<file path="src/rtl/probe_pkg.sv">
// probe_pkg: definitions shared by the probe transmit and receive switch blocks.
//   - probe-mode codes carried on PROBE_MODE
//   - two-bit edge codes: {previous, current} sample of a synchronized signal
//   - transmit-switch FSM state encoding
//   - helper that says whether a probe mode fires the pulser
package probe_pkg;

  localparam logic [7:0] MODE_SR    = 8'd1;  // send and receive
  localparam logic [7:0] MODE_TX    = 8'd2;  // send only
  localparam logic [7:0] MODE_RX    = 8'd3;  // receive only
  localparam logic [7:0] MODE_CLOSE = 8'd4;  // close test

  localparam logic [1:0] RAISE = 2'b01;
  localparam logic [1:0] FALL  = 2'b10;

  typedef enum logic [1:0] {
    IDLE = 2'd0,
    PRE  = 2'd1,
    FIRE = 2'd2,
    POST = 2'd3
  } tx_state_t;

  // Only the two sending modes ever drive the pulser.
  function automatic logic mode_transmits(input logic [7:0] mode);
    return (mode == MODE_SR) || (mode == MODE_TX);
  endfunction

endpackage

</file>
<file path="src/rtl/tx_pulse_gen.sv">
// tx_pulse_gen: bipolar excitation burst generator.
// A start pulse launches burst_len periods. Each period is half_period cycles
// of tx_p followed by half_period cycles of tx_n. Outputs come straight from
// flops. done is high during the last cycle of the burst, so the controlling
// FSM can leave FIRE on the same edge that drops the drive.
//   clk, rst_n   : clock, asynchronous active-low reset
//   clear        : synchronous abort, returns to idle on the next edge
//   start        : one-cycle launch; sampled on the edge that begins drive
//   half_period  : cycles per half-cycle (>= 1)
//   burst_len    : periods per burst (>= 1), must be stable while start is high
//   tx_p, tx_n   : positive / negative drive
//   done         : last active cycle of the burst
module tx_pulse_gen (
  input  logic       clk,
  input  logic       rst_n,
  input  logic       clear,
  input  logic       start,
  input  logic [7:0] half_period,
  input  logic [7:0] burst_len,
  output logic       tx_p,
  output logic       tx_n,
  output logic       done
);

  logic       active_q, active_d;
  logic [7:0] hp_cnt_q, hp_cnt_d;     // cycles left in the current half-cycle
  logic [8:0] half_cnt_q, half_cnt_d; // half-cycles left after the current one
  logic       tx_p_q, tx_p_d;
  logic       tx_n_q, tx_n_d;

  always_ff @(posedge clk or negedge rst_n) begin
    if (!rst_n) begin
      active_q   <= 1'b0;
      hp_cnt_q   <= 8'd0;
      half_cnt_q <= 9'd0;
      tx_p_q     <= 1'b0;
      tx_n_q     <= 1'b0;
    end else begin
      active_q   <= active_d;
      hp_cnt_q   <= hp_cnt_d;
      half_cnt_q <= half_cnt_d;
      tx_p_q     <= tx_p_d;
      tx_n_q     <= tx_n_d;
    end
  end

  always_comb begin
    active_d   = active_q;
    hp_cnt_d   = hp_cnt_q;
    half_cnt_d = half_cnt_q;
    tx_p_d     = tx_p_q;
    tx_n_d     = tx_n_q;
    if (clear) begin
      active_d   = 1'b0;
      hp_cnt_d   = 8'd0;
      half_cnt_d = 9'd0;
      tx_p_d     = 1'b0;
      tx_n_d     = 1'b0;
    end else if (start) begin
      active_d   = 1'b1;
      hp_cnt_d   = half_period - 8'd1;
      half_cnt_d = {burst_len, 1'b0} - 9'd1;
      tx_p_d     = 1'b1;
      tx_n_d     = 1'b0;
    end else if (active_q) begin
      if (hp_cnt_q == 8'd0) begin
        if (half_cnt_q == 9'd0) begin
          active_d = 1'b0;
          tx_p_d   = 1'b0;
          tx_n_d   = 1'b0;
        end else begin
          half_cnt_d = half_cnt_q - 9'd1;
          hp_cnt_d   = half_period - 8'd1;
          // Polarity alternates every half-cycle; never both high.
          tx_p_d     = ~tx_p_q;
          tx_n_d     = tx_p_q;
        end
      end else begin
        hp_cnt_d = hp_cnt_q - 8'd1;
      end
    end
  end

  assign tx_p = tx_p_q;
  assign tx_n = tx_n_q;
  assign done = active_q && (hp_cnt_q == 8'd0) && (half_cnt_q == 9'd0);

endmodule

</file>
<file path="src/rtl/transmit_switch.sv">
// transmit_switch: shot sequencer for the probe T/R switch and pulser.
// A rising edge of TRIG (2-flop synchronized) starts a shot when idle,
// enabled, in a sending mode and with a non-zero burst length:
//   IDLE -> PRE (PRE_GUARD cycles, switch ON) -> FIRE (burst, MA high)
//   -> POST (POST_GUARD cycles) -> IDLE (switch OFF).
// Triggers arriving while a shot is in progress are dropped, not queued.
// SW_EN low aborts everything on the next edge.
//   CLOCK_10M, RST_N : clock, asynchronous active-low reset
//   SW_EN            : global enable
//   PROBE_MODE       : probe mode code (see probe_pkg)
//   TRIG             : asynchronous shot request, rising edge used
//   BURST_LEN        : drive periods per shot, latched at acceptance
//   GEN              : one-cycle shot-start marker
//   MA               : high during the excitation burst
//   TX_P, TX_N       : bipolar drive
//   TRANSMIT_SW      : T/R switch control, ON during a shot
//   BUSY             : shot in progress
//   DBG_STATE        : current FSM state, for observation
// Handshake: there is none; TRIG is a level-edge request with no
// acknowledge other than GEN, and a request that is not accepted is lost.
module transmit_switch
  import probe_pkg::*;
#(
  parameter logic        ON          = 1'b0,
  parameter logic        OFF         = 1'b1,
  parameter logic [15:0] PRE_GUARD   = 16'd20,
  parameter logic [15:0] POST_GUARD  = 16'd20,
  parameter logic [7:0]  HALF_PERIOD = 8'd2
) (
  input  logic       CLOCK_10M,
  input  logic       RST_N,
  input  logic       SW_EN,
  input  logic [7:0] PROBE_MODE,
  input  logic       TRIG,
  input  logic [7:0] BURST_LEN,
  output logic       GEN,
  output logic       MA,
  output logic       TX_P,
  output logic       TX_N,
  output logic       TRANSMIT_SW,
  output logic       BUSY,
  output logic [1:0] DBG_STATE
);

  tx_state_t  state_q, state_d;
  logic [15:0] guard_q, guard_d;
  logic [7:0]  burst_q, burst_d;
  logic        trig_s1_q, trig_s1_d;
  logic        trig_s2_q, trig_s2_d;
  logic        trig_s3_q, trig_s3_d;  // previous synchronized sample
  logic        gen_q, gen_d;
  logic        ma_q, ma_d;
  logic        sw_q, sw_d;
  logic        busy_q, busy_d;

  logic        accept;
  logic        fire_start;
  logic        pg_done;

  // State register (and all other flops).
  always_ff @(posedge CLOCK_10M or negedge RST_N) begin
    if (!RST_N) begin
      state_q   <= IDLE;
      guard_q   <= 16'd0;
      burst_q   <= 8'd0;
      trig_s1_q <= 1'b0;
      trig_s2_q <= 1'b0;
      trig_s3_q <= 1'b0;
      gen_q     <= 1'b0;
      ma_q      <= 1'b0;
      sw_q      <= OFF;
      busy_q    <= 1'b0;
    end else begin
      state_q   <= state_d;
      guard_q   <= guard_d;
      burst_q   <= burst_d;
      trig_s1_q <= trig_s1_d;
      trig_s2_q <= trig_s2_d;
      trig_s3_q <= trig_s3_d;
      gen_q     <= gen_d;
      ma_q      <= ma_d;
      sw_q      <= sw_d;
      busy_q    <= busy_d;
    end
  end

  // Trigger synchronizer; cleared while disabled.
  always_comb begin
    trig_s1_d = 1'b0;
    trig_s2_d = 1'b0;
    trig_s3_d = 1'b0;
    if (SW_EN) begin
      trig_s1_d = TRIG;
      trig_s2_d = trig_s1_q;
      trig_s3_d = trig_s2_q;
    end
  end

  assign accept = (state_q == IDLE) && SW_EN
               && mode_transmits(PROBE_MODE)
               && (BURST_LEN != 8'd0)
               && ({trig_s3_q, trig_s2_q} == RAISE);

  // Next-state logic, including the guard counter and burst latch.
  always_comb begin
    state_d = state_q;
    guard_d = guard_q;
    burst_d = burst_q;
    if (!SW_EN) begin
      state_d = IDLE;
      guard_d = 16'd0;
    end else begin
      case (state_q)
        IDLE: begin
          if (accept) begin
            state_d = PRE;
            guard_d = PRE_GUARD - 16'd1;
            burst_d = BURST_LEN;
          end
        end
        PRE: begin
          if (guard_q == 16'd0) state_d = FIRE;
          else                  guard_d = guard_q - 16'd1;
        end
        FIRE: begin
          if (pg_done) begin
            state_d = POST;
            guard_d = POST_GUARD - 16'd1;
          end
        end
        POST: begin
          if (guard_q == 16'd0) state_d = IDLE;
          else                  guard_d = guard_q - 16'd1;
        end
        default: state_d = IDLE;
      endcase
    end
  end

  // Outputs are registered from the next state, so they change on the
  // same edge as the state they belong to.
  always_comb begin
    gen_d  = accept;
    ma_d   = (state_d == FIRE);
    sw_d   = (state_d != IDLE) ? ON : OFF;
    busy_d = (state_d != IDLE);
  end

  assign fire_start = (state_q == PRE) && (state_d == FIRE);

  tx_pulse_gen u_pulse (
    .clk         (CLOCK_10M),
    .rst_n       (RST_N),
    .clear       (~SW_EN),
    .start       (fire_start),
    .half_period (HALF_PERIOD),
    .burst_len   (burst_q),
    .tx_p        (TX_P),
    .tx_n        (TX_N),
    .done        (pg_done)
  );

  assign GEN         = gen_q;
  assign MA          = ma_q;
  assign TRANSMIT_SW = sw_q;
  assign BUSY        = busy_q;
  assign DBG_STATE   = state_q;

endmodule

</file>
<file path="config.mk">
export PLATFORM = sky130hd
export DESIGN_NAME = transmit_switch
export DESIGN_NICKNAME = d
export VERILOG_FILES = /design/src/rtl/probe_pkg.sv /design/src/rtl/tx_pulse_gen.sv /design/src/rtl/transmit_switch.sv
export SDC_FILE = /design/constraint.sdc
export NUM_CORES = 1
export LEC_CHECK = 0
export CAP_MARGIN = 20
export CORE_ASPECT_RATIO = 0.9
export CORE_MARGIN = 2
export CORE_UTILIZATION = 57
export CTS_CLUSTER_DIAMETER = 120
export DETAILED_ROUTE_END_ITERATION = 12
export HOLD_SLACK_MARGIN = 0.02
export PLACE_DENSITY = 0.8
export SYNTH_ARGS = -nofsm -noshare
export SYNTH_HDL_FRONTEND = slang
export SYNTH_SLANG_ARGS = --single-unit
</file>
<file path="constraint.sdc">
create_clock -name CLOCK_10M -period 3.3 [get_ports CLOCK_10M]
set_input_delay 0.66 -clock CLOCK_10M [delete_from_list [all_inputs] [get_ports CLOCK_10M]]
set_output_delay 0.66 -clock CLOCK_10M [all_outputs]
set_load 0.05 [all_outputs]
</file>
==> run_results.csv <==
group,metric,value,unit
synth,avgSynthCellArea,9.16,um2
final_layout,multi_input_area,0.00143,mm2
final_layout,fin_cells,410,
route,wl_per_cell,15.0,um
placed_design,hpwlAfterDp,4470,um
critical_path,rrSetupSlack,500,ps
final_layout,syn_to_final_growth,14.1,%
critical_path,slowest_stage,"or4b_2",
sta,rsz0062_at_grt,"no",
synth,ys.flop_type,"dfrtp_1",
synth,ys_warn_count,0,
clock_tree,cts_sinks,53,
final_layout,design_area,0.00331,mm2
critical_path,cp.depth,8,
run_status,status,"completed",
synth,synth_cells,317,
sta,tightest_slew,791,ps
critical_path,path_cells,"inv_1 > ha_1 > or4b_2 > nor4b_1 > a221oi_1 > buf_4 > o21ai_0 > o211a_1",
final_layout,seq_area,0.00133,mm2
min_path,hp-class,"input port to async pin",
critical_path,path_buf_inv,2,
sta,skew,8.50,ps
final_layout,num-nets-final,371,
placed_design,dp_cells,403,
critical_path,crit_end,"guard_q[0]",
synth,synth_area,0.00291,mm2
critical_path,crit_path_end_kind,"register",
clock_tree,postCtsHoldBufs,0,
global_route,grt_use_total,23.9,%
clock_tree,htree_levels,2,
route,drtAntennaViolNets,0,
flow_run,cap_violations,0,
clock_tree,insertion_delay,310,ps
sta,hold_violations,0,
clock_tree,clock_path_buffers,2,
route,finalWirelength,6150,um
clock_tree,root_buffer,"clkbuf_8",
route,via_per_inst,5.99,
sta,setup_tns,0,ps
synth,ys_async_sr_fraction,100,%
synth,ys_seq_area_share,45.7,%
critical_path,critical_path_peak_fanout,8,
sta,finalSetupViolations,0,
final_layout,n_fill_cell,408,
placed_design,place_congestion,0.836,
placed_design,placed_cell_area,0.00323,mm2
pwr,ir_worst_vdd,0.213,mV
critical_path,r2r_cells,8,
synth,synth_edf_count,0,
clock_tree,cts_tree,"done",
synth,synth.distinct_cells,53,
clock_tree,cts.clk_slew.worst_paths,90,ps
route,drtIter0Drc,138,
pwr,powerDensity,327,mW/mm2
global_route,antenna_found_initial,0,
pwr,power,1090,uW
placed_design,port_buffers,27,
global_route,overflow,0,
critical_path,required,3550,ps
critical_path,rr_startpoint,"u_pulse.hp_cnt_q[0]",
final_layout,diodes,0,
final_layout,drive_gt1_share,6.67,%
synth,synth-seq-cells,53,
global_route,grt_max_degree,36,
critical_path,cpLargestDelayFamily,"simple AND/OR/NAND/NOR gates",
die,ios,28,
die,die_h,71.7,um
pwr,leakagePower,0.00153,uW
route,drc,0,
sta,fin_crit_sh,84.9,%
critical_path,cp.arrival,3050,ps
route,firstDrtPassIters,4,
global_route,grt_pass1_wl,10800,um
critical_path,path_class,"register to register",
critical_path,crit_start,"u_pulse.hp_cnt_q[0]",
route,vias,2457,
clock_tree,ctsResizeCount,0,
critical_path,max_stage_delay,660,ps
sta,max_freq,0.357,GHz
die,die_area,0.00568,mm2
die,coreArea,0.00486,mm2
critical_path,rr_endpoint,"guard_q[0]",
global_route,grt_pass1_vias,2355,
die,num_rows,24,
clock_tree,post-cts-setup-buffers,0,
sta,timing.slew.headroom,47.2,%
synth,synth_fp_nets,343,
die,die_w,79.3,um
clock_tree,cts-buffers-inserted,5,
die,initial_utilization,59.7,%
critical_path,startpoint_type,"register",
sta,drv_slew,0,
sta,layout_min_cycle_time,2800,ps
[layout by cell type, fill, tap and decap left out, types with 4 or more instances in the layout]
| cell type | instances |
|---|---|
| dfrtp_1 | 52 |
| nand2_1 | 30 |
| nor2_1 | 30 |
| clkdlybuf4s50_1 | 26 |
| o21ai_0 | 25 |
| a21oi_1 | 20 |
| inv_1 | 16 |
| nor3_1 | 13 |
| nor4_1 | 13 |
| xor2_1 | 11 |
| nand3_1 | 10 |
| xnor2_1 | 8 |
| buf_4 | 7 |
| nand4_1 | 6 |
| ha_1 | 6 |
| clkbuf_8 | 6 |
| nor4b_1 | 5 |
| o211a_1 | 4 |
| or3_1 | 4 |
| a31oi_1 | 4 |
| a211oi_1 | 4 |
[Yosys cell counts, types with 8 or more instances]
master,instances,share of area [%]
dfrtp_1,52,45
nand2_1,30,3.9
nor2_1,30,3.9
o21ai_0,25,4.3
a21oi_1,20,3.4
inv_1,16,2.1
nor3_1,13,2.2
nor4_1,13,2.8
xor2_1,11,3.3
nand3_1,10,1.7
clkbuf_1,9,1.2
xnor2_1,8,2.4
[cell families after synthesis]
kind of cell / share of synthesized area [%]
AO/OA/AOI/OAI: 16.7
XOR/XNOR: 5.73
flip-flops: 45.7
multiplexers: 0.689
adder cells (fa/ha/maj): 2.58
buffers and inverters: 4.95
AND/OR/NAND/NOR: 23.7
[worst min path at each step]
stage | slack [ps] | cells after the start | from | endpoint
6_report | 420 | 1 | RST_N | u_pulse.half_cnt_q[5]
5_1_grt | 490 | 1 | RST_N | u_pulse.half_cnt_q[5]
4_1_cts | 450 | 1 | RST_N | u_pulse.half_cnt_q[5]
3_5_place_dp | 470 | 1 | trig_s1_q | trig_s2_q
3_3_place_gp | 440 | 1 | trig_s1_q | trig_s2_q
2_1_floorplan | 360 | 0 | RST_N | BUSY
[area by class of cell]
type,count,area share [%]
inverter,18,2.04
multi-input combinational,233,43.3
tap,65,2.45
timing repair buffer,34,9.59
clock buffer,7,2.60
sequential,53,40.1
[report_power, final]
| part | leakage [uW] | switching (uW) | internal, uW |
|---|---|---|---|
| clock | 0.0000443 | 200 | 167 |
| sequential | 0.000725 | 3.00 | 652 |
| combinational | 0.000756 | 33.1 | 29.8 |
[metal layers]
| layer | global-route usage, % | vias to the layer above | share of wire (%) |
|---|---|---|---|
| met4 | 6.32 | 0 | 1.3 |
| met5 | 0 | - | 0 |
| met1 | 34.5 | 1191 | 48 |
| met3 | 4.03 | 8 | 4.1 |
| met2 | 37.8 | 58 | 46 |
| li1 | - | 1200 | - |
[metrics by stage]
| stage | hold WS, ps | setup slack [ps] | util (%) |
|---|---|---|---|
| after floorplan | 364 | 892 | - |
| after global placement | 440 | 475 | 66.4 |
| after detailed placement | 467 | 458 | 66.4 |
| after CTS | 454 | 521 | 68.1 |
| after global routing | 492 | 285 | 68.1 |
| final | 423 | 499 | 68.1 |
[flip-flops by register name (all words and copies together) (netlist names), 2 cells and up]
name,flops
guard_q,16
u_pulse.half_cnt_q,9
burst_q,8
u_pulse.hp_cnt_q,8
DBG_STATE,2
Power figures use the tool's default switching activity.
